**config.mk**
```make
export PLATFORM = sky130hd
export DESIGN_NAME = ecc_job_arbiter
export DESIGN_NICKNAME = d
export VERILOG_FILES = /design/src/rtl/ecc_job_arbiter.sv
export SDC_FILE = /design/constraint.sdc
export NUM_CORES = 1
export LEC_CHECK = 0
export CAP_MARGIN = 0
export CORE_AREA = 2 2 583 585
export CTS_CLUSTER_SIZE = 16
export DETAILED_ROUTE_END_ITERATION = 7
export DIE_AREA = 0 0 585 587
export PLACE_DENSITY = 0.3
export REMOVE_ABC_BUFFERS = 1
export SLEW_MARGIN = 20
export SYNTH_ARGS = -nofsm -noshare
export SYNTH_HDL_FRONTEND = slang
export SYNTH_SLANG_ARGS = --single-unit
```
**constraint.sdc**
```tcl
create_clock -name clk -period 3.36 [get_ports clk]
set_input_delay 0.336 -clock clk [delete_from_list [all_inputs] [get_ports clk]]
set_output_delay 0.336 -clock clk [all_outputs]
set_load 0.01 [all_outputs]
```
**src/rtl/ecc_job_arbiter.sv**
```systemverilog
// Round-robin front end for one ECC point-multiplier engine: grants one
// requester at a time, sequences engine reset/enable/run and returns x/y.
module ecc_job_arbiter #(
  parameter int NREQ       = 4,
  parameter int W          = 163,
  parameter int RST_CYC    = 2,
  parameter int TMO_CYCLES = 65535
) (
  input  logic                clk,
  input  logic                rst,
  input  logic [NREQ-1:0]     req,
  input  logic [NREQ*W-1:0]   req_k,
  output logic [NREQ-1:0]     ack,
  output logic                res_valid,
  input  logic                res_ready,
  output logic [2:0]          res_id,
  output logic [W-1:0]        res_x,
  output logic [W-1:0]        res_y,
  output logic                res_err,
  output logic                eng_rst,
  output logic                eng_enable,
  output logic [W-1:0]        eng_din,
  input  logic                eng_done,
  input  logic [W-1:0]        eng_dx,
  input  logic [W-1:0]        eng_dy,
  output logic                busy
);
  localparam int IW = (NREQ > 1) ? $clog2(NREQ) : 1;
  localparam logic [15:0] RST_LAST = 16'(RST_CYC - 1);
  localparam logic [15:0] TMO_LAST = 16'(TMO_CYCLES - 1);

  typedef enum logic [1:0] {S_IDLE, S_RST, S_RUN, S_RESP} state_e;

  state_e            state_q, state_d;
  logic [2:0]        ptr_q, ptr_d;
  logic [15:0]       cnt_q, cnt_d;
  logic [NREQ-1:0]   ack_q, ack_d;
  logic              res_valid_q, res_valid_d;
  logic [2:0]        res_id_q, res_id_d;
  logic [W-1:0]      res_x_q, res_x_d, res_y_q, res_y_d, din_q, din_d;
  logic              res_err_q, res_err_d;

  logic              found;
  logic [2:0]        gsel;
  logic [IW-1:0]     idx;

  // First requesting index at or after the pointer, wrapping around.
  always_comb begin
    found = 1'b0;
    gsel  = '0;
    idx   = '0;
    for (int i = 0; i < NREQ; i++) begin
      idx = IW'((int'(ptr_q) + i) % NREQ);
      if (!found && req[idx]) begin
        found = 1'b1;
        gsel  = 3'(idx);
      end
    end
  end

  always_ff @(posedge clk or negedge rst) begin
    if (!rst) begin
      state_q     <= S_IDLE;
      ptr_q       <= '0;
      cnt_q       <= '0;
      ack_q       <= '0;
      res_valid_q <= 1'b0;
      res_id_q    <= '0;
      res_x_q     <= '0;
      res_y_q     <= '0;
      res_err_q   <= 1'b0;
      din_q       <= '0;
    end else begin
      state_q     <= state_d;
      ptr_q       <= ptr_d;
      cnt_q       <= cnt_d;
      ack_q       <= ack_d;
      res_valid_q <= res_valid_d;
      res_id_q    <= res_id_d;
      res_x_q     <= res_x_d;
      res_y_q     <= res_y_d;
      res_err_q   <= res_err_d;
      din_q       <= din_d;
    end
  end

  always_comb begin
    state_d     = state_q;
    ptr_d       = ptr_q;
    cnt_d       = cnt_q;
    ack_d       = '0;
    res_valid_d = res_valid_q;
    res_id_d    = res_id_q;
    res_x_d     = res_x_q;
    res_y_d     = res_y_q;
    res_err_d   = res_err_q;
    din_d       = din_q;
    case (state_q)
      S_IDLE: if (found) begin
        ack_d    = NREQ'(1) << gsel;
        res_id_d = gsel;
        ptr_d    = (gsel == 3'(NREQ - 1)) ? 3'd0 : gsel + 3'd1;
        cnt_d    = '0;
        state_d  = S_RST;
        for (int i = 0; i < NREQ; i++)
          if (gsel == 3'(i)) din_d = req_k[i*W +: W];
      end
      S_RST: begin
        cnt_d = cnt_q + 16'd1;
        if (cnt_q == RST_LAST) begin
          cnt_d   = '0;
          state_d = S_RUN;
        end
      end
      S_RUN: begin
        cnt_d = cnt_q + 16'd1;
        // First three RUN cycles may see a stale done from the engine's registers.
        if (eng_done && cnt_q >= 16'd3) begin
          res_x_d     = eng_dx;
          res_y_d     = eng_dy;
          res_err_d   = 1'b0;
          res_valid_d = 1'b1;
          state_d     = S_RESP;
        end else if (cnt_q == TMO_LAST) begin
          res_x_d     = '0;
          res_y_d     = '0;
          res_err_d   = 1'b1;
          res_valid_d = 1'b1;
          state_d     = S_RESP;
        end
      end
      S_RESP: if (res_ready) begin
        res_valid_d = 1'b0;
        state_d     = S_IDLE;
      end
      default: state_d = S_IDLE;
    endcase
  end

  // Engine is held in reset whenever it is not actively running a job.
  always_comb begin
    eng_rst    = (state_q != S_RUN);
    eng_enable = (state_q == S_RUN);
    busy       = (state_q != S_IDLE);
  end

  assign ack       = ack_q;
  assign res_valid = res_valid_q;
  assign res_id    = res_id_q;
  assign res_x     = res_x_q;
  assign res_y     = res_y_q;
  assign res_err   = res_err_q;
  assign eng_din   = din_q;
endmodule

```
==> flow_summary.json, run 1 <==
{
  "gp_congestion": 0.823,
  "synth_seq_cells": 517,
  "core-area_sq_mm": 0.338,
  "drive_above_1_share": 0.0801,
  "endpoint": "eng_din[126]",
  "antenna_found_initial": 190,
  "skew_ns": 0.0685,
  "leakage_nw": 18.4,
  "wire_per_inst_microns": 26.9,
  "worst-setup-path-type": "reg2reg",
  "portBuffers": 1485,
  "final_common_cell": "clkdlybuf4s50_1",
  "grt_pass1_wl_mm": 283,
  "async_flop_share": 1.00,
  "antenna_left": 0,
  "syn_area_sq_mm": 0.0237,
  "dpl_cell_area_sq_mm": 0.0451,
  "worst_slew_pin_slew_ns": 0.795,
  "clk_latency_ns": 0.80,
  "power.density_mw_per_mm2": 798,
  "hpwl_mm": 192,
  "io_pins": 1487,
  "irDropWorstVdd_mv": 0.385,
  "syn_avg_cell_area_sq_um": 11.0,
  "rsz0062_at_grt": "no",
  "grt_pass1_vias": 25900,
  "start_util": 0.0701,
  "layout.nets": 4699,
  "synth_edf_count": 0,
  "design_area_sq_mm": 0.0479,
  "p_total_mw": 38.2,
  "wirelength_mm": 224,
  "die_area_sq_mm": 0.343,
  "cts_tree": "yes",
  "drv_slew": 0,
  "post-place-ws_ns": -0.476,
  "yosysSeqAreaShare": 0.546,
  "dp.cells": 8151,
  "fmax_mhz": 327,
  "post-route-period-util": 0.911,
  "dr_total_vias": 24700,
  "rows": 214,
  "timing.rr.start": "ptr_q[1]",
  "netlist-cell-type-count": 45,
  "setup_viol": 0,
  "final-instance-count-excl-fill": 8323,
  "startpoint": "ptr_q[1]",
  "cts.clk_slew.worst_paths_ns": 0.06,
  "die_w_microns": 585,
  "grt_max_degree": 85,
  "arrival_ns": 3.68,
  "die_y_microns": 587,
  "cts_made_buffers": 84,
  "critPathRequiredTime_ns": 3.98,
  "yosys_warnings": 0,
  "path_max_fanout": 13,
  "layout_common_cells": "1484 x clkdlybuf4s50_1, 517 x dfrtp_1, 338 x nand2_1",
  "fin_setup_tns_ns": 0,
  "outcome": "completed",
  "firstDrtPassIters": 4,
  "clockBufferDepth": 4,
  "critPathCaptureType": "flip-flop",
  "synth_flop_cell": "dfrtp_1",
  "rrSetupSlack_ns": 0.30,
  "cts_sinks": 517,
  "area_growth_pct": 102,
  "drc": 0,
  "htreeDepth": 3,
  "syn_inst": 2156,
  "vias_per_cell": 2.96,
  "r2r_end": "eng_din[126]",
  "post-route-min-period_ns": 3.06,
  "r2r_cells": 11,
  "setup_slack_ns": 0.298,
  "grt_overflow": 0,
  "grt_util_all_layers": 0.126,
  "hold_viol_final": 0,
  "root_buffer": "clkbuf_16",
  "worstSetupStartpointType": "flip-flop",
  "hold_path_class": "in2async",
  "maxCapViolations": 0,
  "relSlewSlack": 0.470,
  "drt_iter0_drc": 1018
}
==> registers in the layout, summed over array words and instances (netlist names) <==
| register | cells |
|---|---|
| ptr_q | 2 |
| state_q | 2 |
| res_valid | 1 |
| res_err | 1 |
| res_id | 2 |
| res_x | 163 |
| res_y | 163 |
| ack | 4 |
| eng_din | 163 |
| cnt_q | 16 |
==> repair_timing <==
action                     in CTS  in global routing
resized for setup               0                  2
setup endpoints to repair       0                  2
hold buffers                    1                  0
buffers inserted                0                  0
hold endpoints to repair      242                  0
==> stage by stage <==
| stage | util | hold slack, ns |
|---|---|---|
| finish | 0.142 | 0.0960 |
| global route | 0.142 | 0.0680 |
| detailed placement | 0.134 | 0.316 |
| floorplan | - | 0.0404 |
| CTS | 0.142 | 0.0393 |
| global placement | 0.134 | 0.317 |
==> cell families after synthesis <==
logic type / count (synthesis) / share of synthesized area
other: 1 / 0.000158
AO/OA/AOI/OAI: 704 / 0.204
flip-flops: 517 / 0.546
adder cells (fa/ha/maj): 11 / 0.00581
multiplexers: 328 / 0.139
XOR/XNOR: 2 / 0.000739
buffers and inverters: 201 / 0.0374
AND/OR/NAND/NOR: 392 / 0.0675
==> critical path, stage by stage (launching register included) <==
cell	delay, ns
dfrtp_1	0.42
a21oi_1	0.09
o21a_1	0.17
o22ai_1	0.35
buf_4	0.21
ha_4	0.13
buf_12	0.19
buf_4	0.34
mux2i_1	0.58
o21ai_0	0.16
mux2i_1	0.14
o21ai_0	0.09
==> area by class of cell <==
cell class              count  area, sq um
flip-flops and latches    517        12900
clock buffers             119         2430
clock inverters            24          279
inverters                  15         56.3
repair buffers           1646        16500
multi-input cells        1438         9950
fillers                 38200       290000
diodes                     28         70.1
well taps                4536         5680
==> how the worst min path moves through the flow <==
stage | startpoint | end | slack, ns | cells past startpoint
after global routing | rst | res_y[84] | 0.07 | 2
after CTS | rst | res_y[84] | 0.04 | 2
final | rst | res_y[84] | 0.1 | 2
after floorplan | rst | ack[0] | 0.04 | 0
after global placement | rst | res_y[84] | 0.32 | 1
after detailed placement | rst | res_y[84] | 0.32 | 1
==> power breakdown <==
part | total (mW) | switching, mW | internal [mW]
sequential | 10.3 | 1.60 | 8.69
clock | 8.95 | 3.61 | 5.33
combinational | 19.0 | 9.69 | 9.30
total | 38.2 | 14.9 | 23.3
==> cells in the mapped netlist, drive strengths merged, types with 5 or more instances <==
master,n,area [sq um]
clkbuf,120,450
mux2i,326,3260
o21ai,337,1690
a21oi,16,80.1
nand2,339,1270
o31ai,7,52.6
nor2,5,18.8
or3,9,56.3
dfrtp,517,12900
nand2b,5,31.3
a22o,326,2860
nor4,7,43.8
inv,15,56.3
or4,9,67.6
buf,66,379
ha,11,138
==> metal layers <==
layer  up-vias  GRT usage  wire length [microns]
li1      11000          -                      -
met3       415     0.0533                  22800
met2      1299      0.230                 113000
met5         -          0                    570
met4        88     0.0238                   5790
met1     11900      0.133                  81500
(Power assumes the default switching activity.)
==> run 2, diff against run 1 <==
--- a/config.mk
+++ b/config.mk
@@ -7,11 +7,12 @@
 export LEC_CHECK = 0
 export CAP_MARGIN = 0
 export CORE_AREA = 2 2 583 585
-export CTS_CLUSTER_SIZE = 16
+export CTS_CLUSTER_SIZE = 40
 export DETAILED_ROUTE_END_ITERATION = 7
 export DIE_AREA = 0 0 585 587
 export PLACE_DENSITY = 0.3
 export REMOVE_ABC_BUFFERS = 1
+export SETUP_SLACK_MARGIN = 0.05
 export SLEW_MARGIN = 20
 export SYNTH_ARGS = -nofsm -noshare
 export SYNTH_HDL_FRONTEND = slang
==> run 2 against run 1 <==
  * Sequential power is essentially flat
  * Routed wire length about the same
  * Sequential cell count unchanged
  * Final area hardly changed
  * Largest cell class unchanged
  * Largest power group unchanged
==> flow_summary.json, run 2 (synthesis results as in run 1) <==
{
  "layout_common_cells": "1484 x clkdlybuf4s50_1, 517 x dfrtp_1, 338 x nand2_1",
  "drive_above_1_share": 0.0801,
  "antenna_found_initial": 192,
  "worstSetupStartpointType": "flip-flop",
  "relSlewSlack": 0.463,
  "layout.nets": 4699,
  "worst_slew_pin_slew_ns": 0.805,
  "die_y_microns": 587,
  "vias_per_cell": 2.97,
  "outcome": "completed",
  "portBuffers": 1485,
  "core-area_sq_mm": 0.338,
  "power.switching_mw": 14.9,
  "htreeDepth": 3,
  "critPathTopFamily": "compound AO/OA/AOI/OAI gates",
  "area_growth_pct": 102,
  "cts_sinks": 517,
  "leakage_nw": 18.4,
  "firstDrtPassIters": 6,
  "design_area_sq_mm": 0.0479,
  "worstPathCellList": "a21oi_1 > o21a_1 > o22ai_1 > buf_4 > ha_4 > buf_12 > buf_4 > mux2i_2 > o21ai_0 > mux2i_1 > o21ai_0",
  "drc": 0,
  "wire_per_inst_microns": 26.9,
  "grt_overflow": 0,
  "wirelength_mm": 224,
  "cts_setup_buffers": 0,
  "critPathCaptureType": "flip-flop",
  "power.internal_mw": 23.4,
  "grt_util_all_layers": 0.126,
  "die_w_microns": 585,
  "clockPowerShare": 0.235,
  "critPathBufInv": 3,
  "path_max_fanout": 13,
  "grt_pass1_vias": 25900,
  "pwr-share-seq": 0.269,
  "hold_viol_final": 0,
  "power.density_mw_per_mm2": 799,
  "skew_ns": 0.0697,
  "clockBufferDepth": 4,
  "cts_tree": "yes",
  "gp_congestion": 0.823,
  "grt_max_degree": 85,
  "drt_iter0_drc": 963,
  "hold_path_class": "in2async",
  "dr_total_vias": 24700,
  "cpPeakStageDelay_ns": 0.43,
  "root_buffer": "clkbuf_16",
  "cts.clk_slew.worst_paths_ns": 0.06,
  "worst-setup-path-type": "reg2reg",
  "setup_viol": 0,
  "critPathRequiredTime_ns": 3.98,
  "dpl_cell_area_sq_mm": 0.0451,
  "rows": 214,
  "cts_made_buffers": 84,
  "final_common_cell": "clkdlybuf4s50_1",
  "netSwitchingFraction": 0.390,
  "crit_slowest_cell": "mux2i_2",
  "hpwl_mm": 192,
  "whs_ns": 0.0957,
  "maxCapViolations": 0,
  "pwr-share-comb": 0.496,
  "post-route-period-util": 0.907,
  "drv_slew": 0,
  "rsz0062_at_grt": "no",
  "final_util": 0.142,
  "post-route-min-period_ns": 3.05,
  "arrival_ns": 3.67,
  "grt_pass1_wl_mm": 283,
  "irDropWorstVdd_mv": 0.385,
  "io_pins": 1487,
  "clk_latency_ns": 0.80,
  "fmax_mhz": 328,
  "start_util": 0.0701,
  "antenna_left": 0,
  "die_area_sq_mm": 0.343
}
[run 2: changes by cell type in the layout (fill, tap and decap cells not counted)]
cell / previous run / this run
bufinv_16: 4 / 5
mux2i_1: 324 / 323
diode_2: 28 / 26
clkbuf_8: 20 / 18
mux2i_2: 2 / 3
[run 2: worst reg2reg max path, delay by kind of cell (launching register included)]
family / cells / cell delay, ns
compound gates: 5 / 0.98
fa+ha+maj: 1 / 0.13
buf+inv: 3 / 0.80
flops: 1 / 0.42
mux: 2 / 0.60
[run 2: power by group through the flow]
stage	sequential, mW	clock [mW]	combinational [mW]
floorplan	11.1	0	6.13
global placement	10.4	0	19.7
detailed placement	10.4	0	19.6
CTS	10.4	9.49	19.7
global route	10.6	9.67	20.6
finish	10.3	8.97	19.0
[run 2: through the flow]
stage          TNS [ns]  total power [mW]  worst slack [ns]  std cells
6_report              0              38.3             0.314       8320
5_1_grt               0              40.9             0.109       8295
4_1_cts               0              39.5            0.0601       8294
3_5_place_dp      -6.14              30.0            -0.476       8151
3_3_place_gp      -4.02              30.0            -0.449       8151
2_1_floorplan  -3990.07              17.2             -9.89       1970
[run 2: cell type report]
| class | count | area (sq um) |
|---|---|---|
| well taps | 4536 | 5680 |
| clock buffers | 117 | 2410 |
| clock inverters | 25 | 309 |
| repair buffers | 1646 | 16500 |
| fillers | 38200 | 290000 |
| flip-flops and latches | 517 | 12900 |
| multi-input cells | 1438 | 9960 |
| inverters | 15 | 56.3 |
| diodes | 26 | 65.1 |
[run 2: final timing paths]
check                             start  cells past startpoint      endpoint  slack, ns
max                            ptr_q[1]                     11  eng_din[115]       0.31
min in group clk             eng_dx[76]                      2     res_x[76]       0.14
max in group asynchronous           rst                      3   eng_din[97]       2.27
min reg2reg                eng_din[149]                      2  eng_din[149]       0.48
max reg2reg                    ptr_q[1]                     11  eng_din[115]       0.31
min                                 rst                      2     res_y[84]        0.1
[run 2: repair_timing]
item	in CTS	in global routing
hold endpoints to repair	242	0
gates resized for setup	1	2
pin swaps	0	0
endpoints found under the setup margin	1	2
gates cloned	0	0
hold buffers	1	0
[run 2: layer usage]
| layer | wire, microns | part of all wire | vias up | GRT usage |
|---|---|---|---|---|
| li1 | - | - | 11000 | - |
| met1 | 81600 | 0.36 | 11900 | 0.133 |
| met2 | 113000 | 0.51 | 1301 | 0.230 |
| met3 | 22700 | 0.10 | 420 | 0.0533 |
| met4 | 5790 | 0.026 | 92 | 0.0239 |
| met5 | 592 | 0.0026 | - | 0 |
